**config.mk**
```make
export PLATFORM = sky130hd
export DESIGN_NAME = mat_load_ctrl
export DESIGN_NICKNAME = d
export VERILOG_FILES = /design/src/rtl/mat_pkg.sv /design/src/rtl/mat_popcnt16.sv /design/src/rtl/mat_load_ctrl.sv
export SDC_FILE = /design/constraint.sdc
export NUM_CORES = 1
export LEC_CHECK = 0
export CORE_MARGIN = 5
export CORE_UTILIZATION = 30
export CTS_BUF_LIST = sky130_fd_sc_hd__clkbuf_16
export DETAILED_ROUTE_END_ITERATION = 8
export DONT_BUFFER_PORTS = 1
export PLACE_DENSITY_LB_ADDON = 0.12
export SYNTH_ARGS = -nofsm -noshare
export SYNTH_HDL_FRONTEND = slang
export SYNTH_SLANG_ARGS = --single-unit
```
**constraint.sdc**
```tcl
create_clock -name clock -period 10.4 [get_ports clock]
set_clock_uncertainty 0.05 [all_clocks]
set_input_delay 1.56 -clock clock [delete_from_list [all_inputs] [get_ports clock]]
set_output_delay 1.56 -clock clock [all_outputs]
set_load 0.02 [all_outputs]
```
**src/rtl/mat_pkg.sv**
```systemverilog
// Shared types and helpers for the mine-matrix load sequencer.
package mat_pkg;

    localparam int AREA_W = 3;
    localparam int DOT_W  = 16;

    typedef enum logic [2:0] {
        IDLE   = 3'd0,
        EDIT   = 3'd1,
        COMMIT = 3'd2,
        NEXT   = 3'd3,
        DONE   = 3'd4
    } mat_state_t;

    function automatic logic [4:0] popcount16(input logic [15:0] value);
        logic [4:0] count;
        count = '0;
        for (int i = 0; i < 16; i++) begin
            count = count + 5'(value[i]);
        end
        return count;
    endfunction

endpackage

```
**src/rtl/mat_popcnt16.sv**
```systemverilog
// Combinational 16-bit population count of the staging pattern.
module mat_popcnt16
    import mat_pkg::*;
(
    input  logic [15:0] value,
    output logic [4:0]  count
);

    assign count = popcount16(value);

endmodule

```
**src/rtl/mat_load_ctrl.sv**
```systemverilog
// Load sequencer for the 8x16 mine matrix: walks areas, edits a 4x4 staging
// pattern from keypad codes and commits it with a single-cycle switch pulse.
// Optional per-area mine limit and key_reject output: MAT_LOAD_MINE_LIMIT_EN.
module mat_load_ctrl
    import mat_pkg::*;
#(
    parameter int NUM_AREAS = 8,
    parameter int MAX_MINES = 4
)
(
    input  logic              clock,
    input  logic              reset,
    input  logic              start,
    input  logic              key_valid,
    input  logic [3:0]        key_code,
    input  logic              confirm,
    input  logic              skip,
    output logic [AREA_W-1:0] area,
    output logic [DOT_W-1:0]  dot,
    output logic              switch,
    output logic              finish,
    output logic              busy,
    output logic [7:0]        area_done,
    output logic [6:0]        mine_total,
    output mat_state_t        state_dbg
`ifdef MAT_LOAD_MINE_LIMIT_EN
    ,
    output logic              key_reject
`endif
);

    localparam logic [AREA_W-1:0] LAST_AREA = AREA_W'(NUM_AREAS - 1);

    if (NUM_AREAS < 1 || NUM_AREAS > 8 || MAX_MINES < 1 || MAX_MINES > 16) begin : g_param_check
        $error("mat_load_ctrl: parameter out of range");
    end

    mat_state_t        state_q, state_d;
    logic [AREA_W-1:0] cur_q;
    logic [DOT_W-1:0]  staging_q;
    logic [DOT_W-1:0]  key_mask;
    logic [4:0]        pop;
    logic              key_fire;
    logic              key_blocked;

    mat_popcnt16 u_popcnt (
        .value (staging_q),
        .count (pop)
    );

    assign key_mask = DOT_W'(1) << (4'd15 - key_code);

`ifdef MAT_LOAD_MINE_LIMIT_EN
    // Only a key that would add a mine can be blocked; clearing is always allowed.
    assign key_blocked = ((staging_q & key_mask) == '0) && (pop == 5'(MAX_MINES));
`else
    assign key_blocked = 1'b0;
`endif

    always_comb begin
        state_d  = state_q;
        key_fire = 1'b0;
        case (state_q)
            IDLE:    if (start) state_d = EDIT;
            EDIT: begin
                // confirm wins over skip, skip wins over a key press
                if (confirm)        state_d = COMMIT;
                else if (skip)      state_d = NEXT;
                else if (key_valid) key_fire = !key_blocked;
            end
            COMMIT:  state_d = NEXT;
            NEXT:    state_d = (cur_q == LAST_AREA) ? DONE : EDIT;
            DONE:    state_d = DONE;
            default: state_d = IDLE;
        endcase
    end

    always_ff @(posedge clock) begin
        if (reset) begin
            state_q    <= IDLE;
            cur_q      <= '0;
            staging_q  <= '0;
            area_done  <= '0;
            mine_total <= '0;
        end else begin
            state_q <= state_d;
            case (state_q)
                IDLE: if (start) begin
                    cur_q     <= '0;
                    staging_q <= '0;
                end
                EDIT: begin
                    if (!confirm && skip) begin
                        area_done[cur_q] <= 1'b1;
                        staging_q        <= '0;
                    end else if (key_fire) begin
                        staging_q <= staging_q ^ key_mask;
                    end
                end
                COMMIT: begin
                    mine_total       <= mine_total + 7'(pop);
                    area_done[cur_q] <= 1'b1;
                    staging_q        <= '0;
                end
                NEXT: if (cur_q != LAST_AREA) cur_q <= cur_q + 1'b1;
                default: ;
            endcase
        end
    end

`ifdef MAT_LOAD_MINE_LIMIT_EN
    always_ff @(posedge clock) begin
        if (reset) key_reject <= 1'b0;
        else       key_reject <= (state_q == EDIT) && !confirm && !skip && key_valid && key_blocked;
    end
`endif

    // staging is zero outside EDIT/COMMIT, so dot can mirror it directly
    assign dot       = staging_q;
    assign area      = cur_q;
    assign switch    = (state_q == COMMIT);
    assign finish    = (state_q == DONE);
    assign busy      = (state_q == EDIT) || (state_q == COMMIT) || (state_q == NEXT);
    assign state_dbg = state_q;

endmodule

```
==> tab_implementation.tex <==
\begin{tabular}{lr}
\hline
Metric & Value \\
\hline
\multicolumn{2}{l}{\textbf{Status}} \\
Result of the run & completed \\
\multicolumn{2}{l}{\textbf{STA}} \\
Headroom to the max-slew limit & approximately 22\% \\
Min cycle time layout & $\sim$5.3 ns \\
Max frequency & 190 MHz \\
Transition time of the tightest slew-check pin & between 1 and 1.5 ns \\
Number of setup violations in the final report & 0 \\
Final count of hold timing violations & 0 \\
Sum of negative setup slack & 0 ns \\
Unrepaired setup endpoints after global routing & no \\
Pins over their slew limit & 0 \\
Period utilization & slightly above 50\% \\
\multicolumn{2}{l}{\textbf{Synthesis}} \\
Mapped Avg Cell Area & $\sim$9 um2 \\
Number of synthesized register bits & 37 \\
Seq/Total Area, Yosys & between 30\% and 40\% \\
Library cell occupying the most area in the post-synthesis netlist & sky130\_fd\_sc\_hd\_\_dfxtp\_1 \\
Synthesized netlist net count & a little under 300 \\
Largest cells by area after synthesis & sky130\_fd\_sc\_hd\_\_dfxtp\_1 (32\%), sky130\_fd\_sc\_hd\_\_fa\_1 (9.5\%), sky130\_fd\_sc\_hd\_\_mux2i\_1 (8.6\%) \\
Unique cell type count in the Yosys netlist & 46 \\
Proportion of synthesized flip-flops having asynchronous set or reset & 0\% \\
Main flop type after synthesis & sky130\_fd\_sc\_hd\_\_dfxtp\_1 \\
Gate count of the mapped netlist & 260 \\
YS warnings & 0 \\
Area fraction of the dominant cell type after synthesis & approximately a third \\
Combined area of all synthesized cells & 2330 um2 \\
Number of synthesized flops with an enable pin & 0 \\
\multicolumn{2}{l}{\textbf{Place}} \\
Post-DP HPWL & about 4200 um \\
Number of input and output port buffers inserted & 0 \\
GP Congestion & 0.805 \\
Instance area after placement & 2380 um2 \\
\multicolumn{2}{l}{\textbf{Route}} \\
Average routed wire per standard cell & about 15 um \\
DRT antenna net count & 0 \\
Wire length on met3 & roughly 480 um \\
Met1 WL & about 2600 um \\
Vias post-DR & around 1700 \\
Post-route DRC violation count & 0 \\
Via-per-instance ratio & between 4 and 5 \\
Routed Wire Length & 5410 um \\
Detailed router's first-iteration violation count & between 50 and 60 \\
Pre-Repair DR Iteration Count & 4 \\
Routed wire length on met2 & between 2000 and 2500 um \\
Top Layer Used & met4 \\
\multicolumn{2}{l}{\textbf{Clock tree}} \\
Resize count post-CTS & 0 \\
TritonCTS clock tree & yes \\
Sinks on Clock Net & 37 \\
Clock-pin slew on the worst setup and hold paths & about 0.060 ns \\
Hold buffer count at CTS & 0 \\
TritonCTS buffer count & 5 \\
Number of buffers inserted by post-CTS setup repair & 0 \\
Root buffer selected by CTS & sky130\_fd\_sc\_hd\_\_clkbuf\_16 \\
Max H-tree Level & 2 \\
CTS max path bufs & 2 \\
Clk Latency, worst-skew pair & 0.28 ns \\
\multicolumn{2}{l}{\textbf{Setup path}} \\
Biggest cell delay along the critical path & 0.54 ns \\
Arrival time at the worst endpoint & about 5.4 ns \\
CP Capture Type & flip-flop \\
CP most frequent cell & sky130\_fd\_sc\_hd\_\_fa\_1 \\
Worst reg2reg setup slack & between 5 and 6 ns \\
Total number of cells along the worst setup path & 14 \\
Req. time, crit path & 10.52 ns \\
Critical path fanouts, max & 4 \\
Classification of the worst setup path & reg -> reg \\
Slowest library cell on the worst path & sky130\_fd\_sc\_hd\_\_fa\_1 \\
Number of buffer and inverter stages on the critical path & 2 \\
Critical path launch point type & flip-flop \\
Cell-by-cell listing of the critical path & ha\_1 -> inv\_1 -> fa\_1 -> fa\_1 -> fa\_1 -> fa\_1 -> fa\_1 -> fa\_1 -> inv\_1 -> fa\_1 -> a211oi\_1 -> nor2\_1 -> o211ai\_1 -> mux2\_2 \\
Number of cells on the worst reg-to-reg path & 14 \\
Critical path's top delay family & adder cells \\
\multicolumn{2}{l}{\textbf{Power and ir drop}} \\
Logic pwr share & 9.7\% \\
P\_int & roughly 0.00027 W \\
Sequential fraction of design power & 42.2\% \\
Leakage power total & around 0.98 nW \\
Net switching power & approximately 0.000091 W \\
Switching Fraction & 25.1\% \\
Maximum VDD drop & around 0.068 mV \\
Power per standard cell area & 142 nW/um2 \\
Clock group share of total power & 48.1\% \\
\multicolumn{2}{l}{\textbf{Hold path}} \\
Worst hold path stage count & 2 \\
Hold crit path type & reg -> reg \\
\multicolumn{2}{l}{\textbf{Cells and area}} \\
Nets & slightly below 300 \\
Layout cell share with drive strength beyond 1 & approximately 5.4\% \\
Filler cells & approximately 800 \\
Most common cell after layout, fill and taps aside & sky130\_fd\_sc\_hd\_\_dfxtp\_1 \\
Top library cells by usage in the layout, fill and taps aside & sky130\_fd\_sc\_hd\_\_dfxtp\_1 (37), sky130\_fd\_sc\_hd\_\_nand2\_1 (29), sky130\_fd\_sc\_hd\_\_inv\_1 (27), sky130\_fd\_sc\_hd\_\_nor2\_1 (27), sky130\_fd\_sc\_hd\_\_mux2i\_1 (20) \\
Fin area & between 2000 and 3000 um2 \\
Final core utilization & approximately 33\% \\
Multi-input gate area & 1410 um2 \\
Area occupied by registers & about 740 um2 \\
Area delta synth->final & 9.29\% \\
Antenna diode count & 0 \\
\multicolumn{2}{l}{\textbf{Floorplanning}} \\
Die height & slightly below 100 um \\
Floorplan core area & 7650 um2 \\
Floorplan die area & around 9600 um2 \\
Die Span X & just under 100 um \\
Initial Utilization & 30.5\% \\
Std cell rows & 32 \\
Count of boundary I/O pins & 50 \\
\multicolumn{2}{l}{\textbf{Global routing}} \\
Global-route wire length before repair & 9080 um \\
Vias in the first global route & $\sim$1700 \\
Total grt overflow & 0 \\
Global-route usage over all layers & roughly an eighth \\
Pin count of the biggest net entering global routing & 31 \\
Number of antenna violations at the first check in global routing & 0 \\
\multicolumn{2}{l}{\textbf{Run}} \\
\# Max-Cap Violations & 0 \\
\hline
\end{tabular}
==> final cells by class <==
type	instances	area share (%)
clock buffers	5	4.91
clock inverters	3	1.62
inverters	27	3.98
multi-input cells	186	55.4
flip-flops and latches	37	29.1
well taps	102	5.01
==> Yosys cell counts, types with 2 or more instances <==
library cell / n
sky130_fd_sc_hd__nor4_1: 4
sky130_fd_sc_hd__a21o_1: 4
sky130_fd_sc_hd__mux2i_1: 20
sky130_fd_sc_hd__nand2_1: 29
sky130_fd_sc_hd__nand4_1: 2
sky130_fd_sc_hd__nand2b_1: 5
sky130_fd_sc_hd__a21oi_1: 2
sky130_fd_sc_hd__fa_1: 11
sky130_fd_sc_hd__o32ai_1: 2
sky130_fd_sc_hd__o31ai_1: 2
sky130_fd_sc_hd__a211oi_1: 6
sky130_fd_sc_hd__nor2b_1: 7
sky130_fd_sc_hd__ha_1: 13
sky130_fd_sc_hd__nor3_1: 12
sky130_fd_sc_hd__buf_2: 2
sky130_fd_sc_hd__clkbuf_1: 2
sky130_fd_sc_hd__a41oi_1: 2
sky130_fd_sc_hd__a31oi_1: 6
sky130_fd_sc_hd__buf_6: 5
sky130_fd_sc_hd__o21ai_0: 3
sky130_fd_sc_hd__or3_1: 3
sky130_fd_sc_hd__a21boi_1: 2
sky130_fd_sc_hd__nand3_1: 2
sky130_fd_sc_hd__dfxtp_1: 37
sky130_fd_sc_hd__inv_1: 27
sky130_fd_sc_hd__xnor2_1: 3
sky130_fd_sc_hd__nor2_1: 27
sky130_fd_sc_hd__or4_1: 2
==> path summary, 6_finish.rpt <==
kind | endpoint | start
setup / recovery | mine_total[6] | dot[1]
hold / removal | dot[12] | dot[12]
setup reg to reg | mine_total[6] | dot[1]
hold reg to reg | dot[12] | dot[12]
==> stage by stage <==
stage / hold WS (ns) / std cells / worst slack, ns / total power [W]
after floorplan: 0.492 / 260 / 5.40 / 0.000188
after global placement: 0.512 / 352 / 5.19 / 0.000191
after detailed placement: 0.525 / 352 / 5.14 / 0.000192
after CTS: 0.533 / 360 / 5.10 / 0.000369
after global routing: 0.539 / 360 / 4.93 / 0.000378
final: 0.525 / 360 / 5.13 / 0.000361
==> cell families after synthesis <==
kind of cell | after synthesis | synth area share [%]
XOR/XNOR | 3 | 1.13
AND/OR/NAND/NOR | 102 | 21.5
multiplexers | 22 | 9.56
adder cells (fa/ha/maj) | 24 | 16.4
flip-flops | 37 | 31.8
AO/OA/AOI/OAI | 35 | 11.9
buffers and inverters | 37 | 7.68
==> registers in the layout, indices dropped and copies added, names as in the netlist <==
signal and flops:
mine_total 7, dot 16, area_done 8, state_dbg 3
area 3
==> power by group through the flow <==
stage	Combinational (W)	Sequential [W]	Clock, W
2_1_floorplan	0.0000354	0.000153	0
3_3_place_gp	0.0000356	0.000156	0
3_5_place_dp	0.0000360	0.000156	0
4_1_cts	0.0000361	0.000152	0.000180
5_1_grt	0.0000405	0.000153	0.000185
6_report	0.0000351	0.000152	0.000173
==> per-layer routing <==
layer | GRT usage (%) | vias to the layer above
li1 | - | 879
met4 | 3.94 | 0
met1 | 15.7 | 816
met2 | 16.6 | 39
met5 | 0 | -
met3 | 5.29 | 6
==> worst reg2reg max path: stages, from the launching register on <==
cell and delay [ns]:
sky130_fd_sc_hd__dfxtp_1 0.50, sky130_fd_sc_hd__ha_1 0.30, sky130_fd_sc_hd__inv_1 0.08, sky130_fd_sc_hd__fa_1 0.43, sky130_fd_sc_hd__fa_1 0.49, sky130_fd_sc_hd__fa_1 0.54, sky130_fd_sc_hd__fa_1 0.43, sky130_fd_sc_hd__fa_1 0.42
sky130_fd_sc_hd__fa_1 0.50, sky130_fd_sc_hd__inv_1 0.07, sky130_fd_sc_hd__fa_1 0.46, sky130_fd_sc_hd__a211oi_1 0.26, sky130_fd_sc_hd__nor2_1 0.09, sky130_fd_sc_hd__o211ai_1 0.19, sky130_fd_sc_hd__mux2_2 0.35
Note: power is estimated with default switching activity, not from simulation.
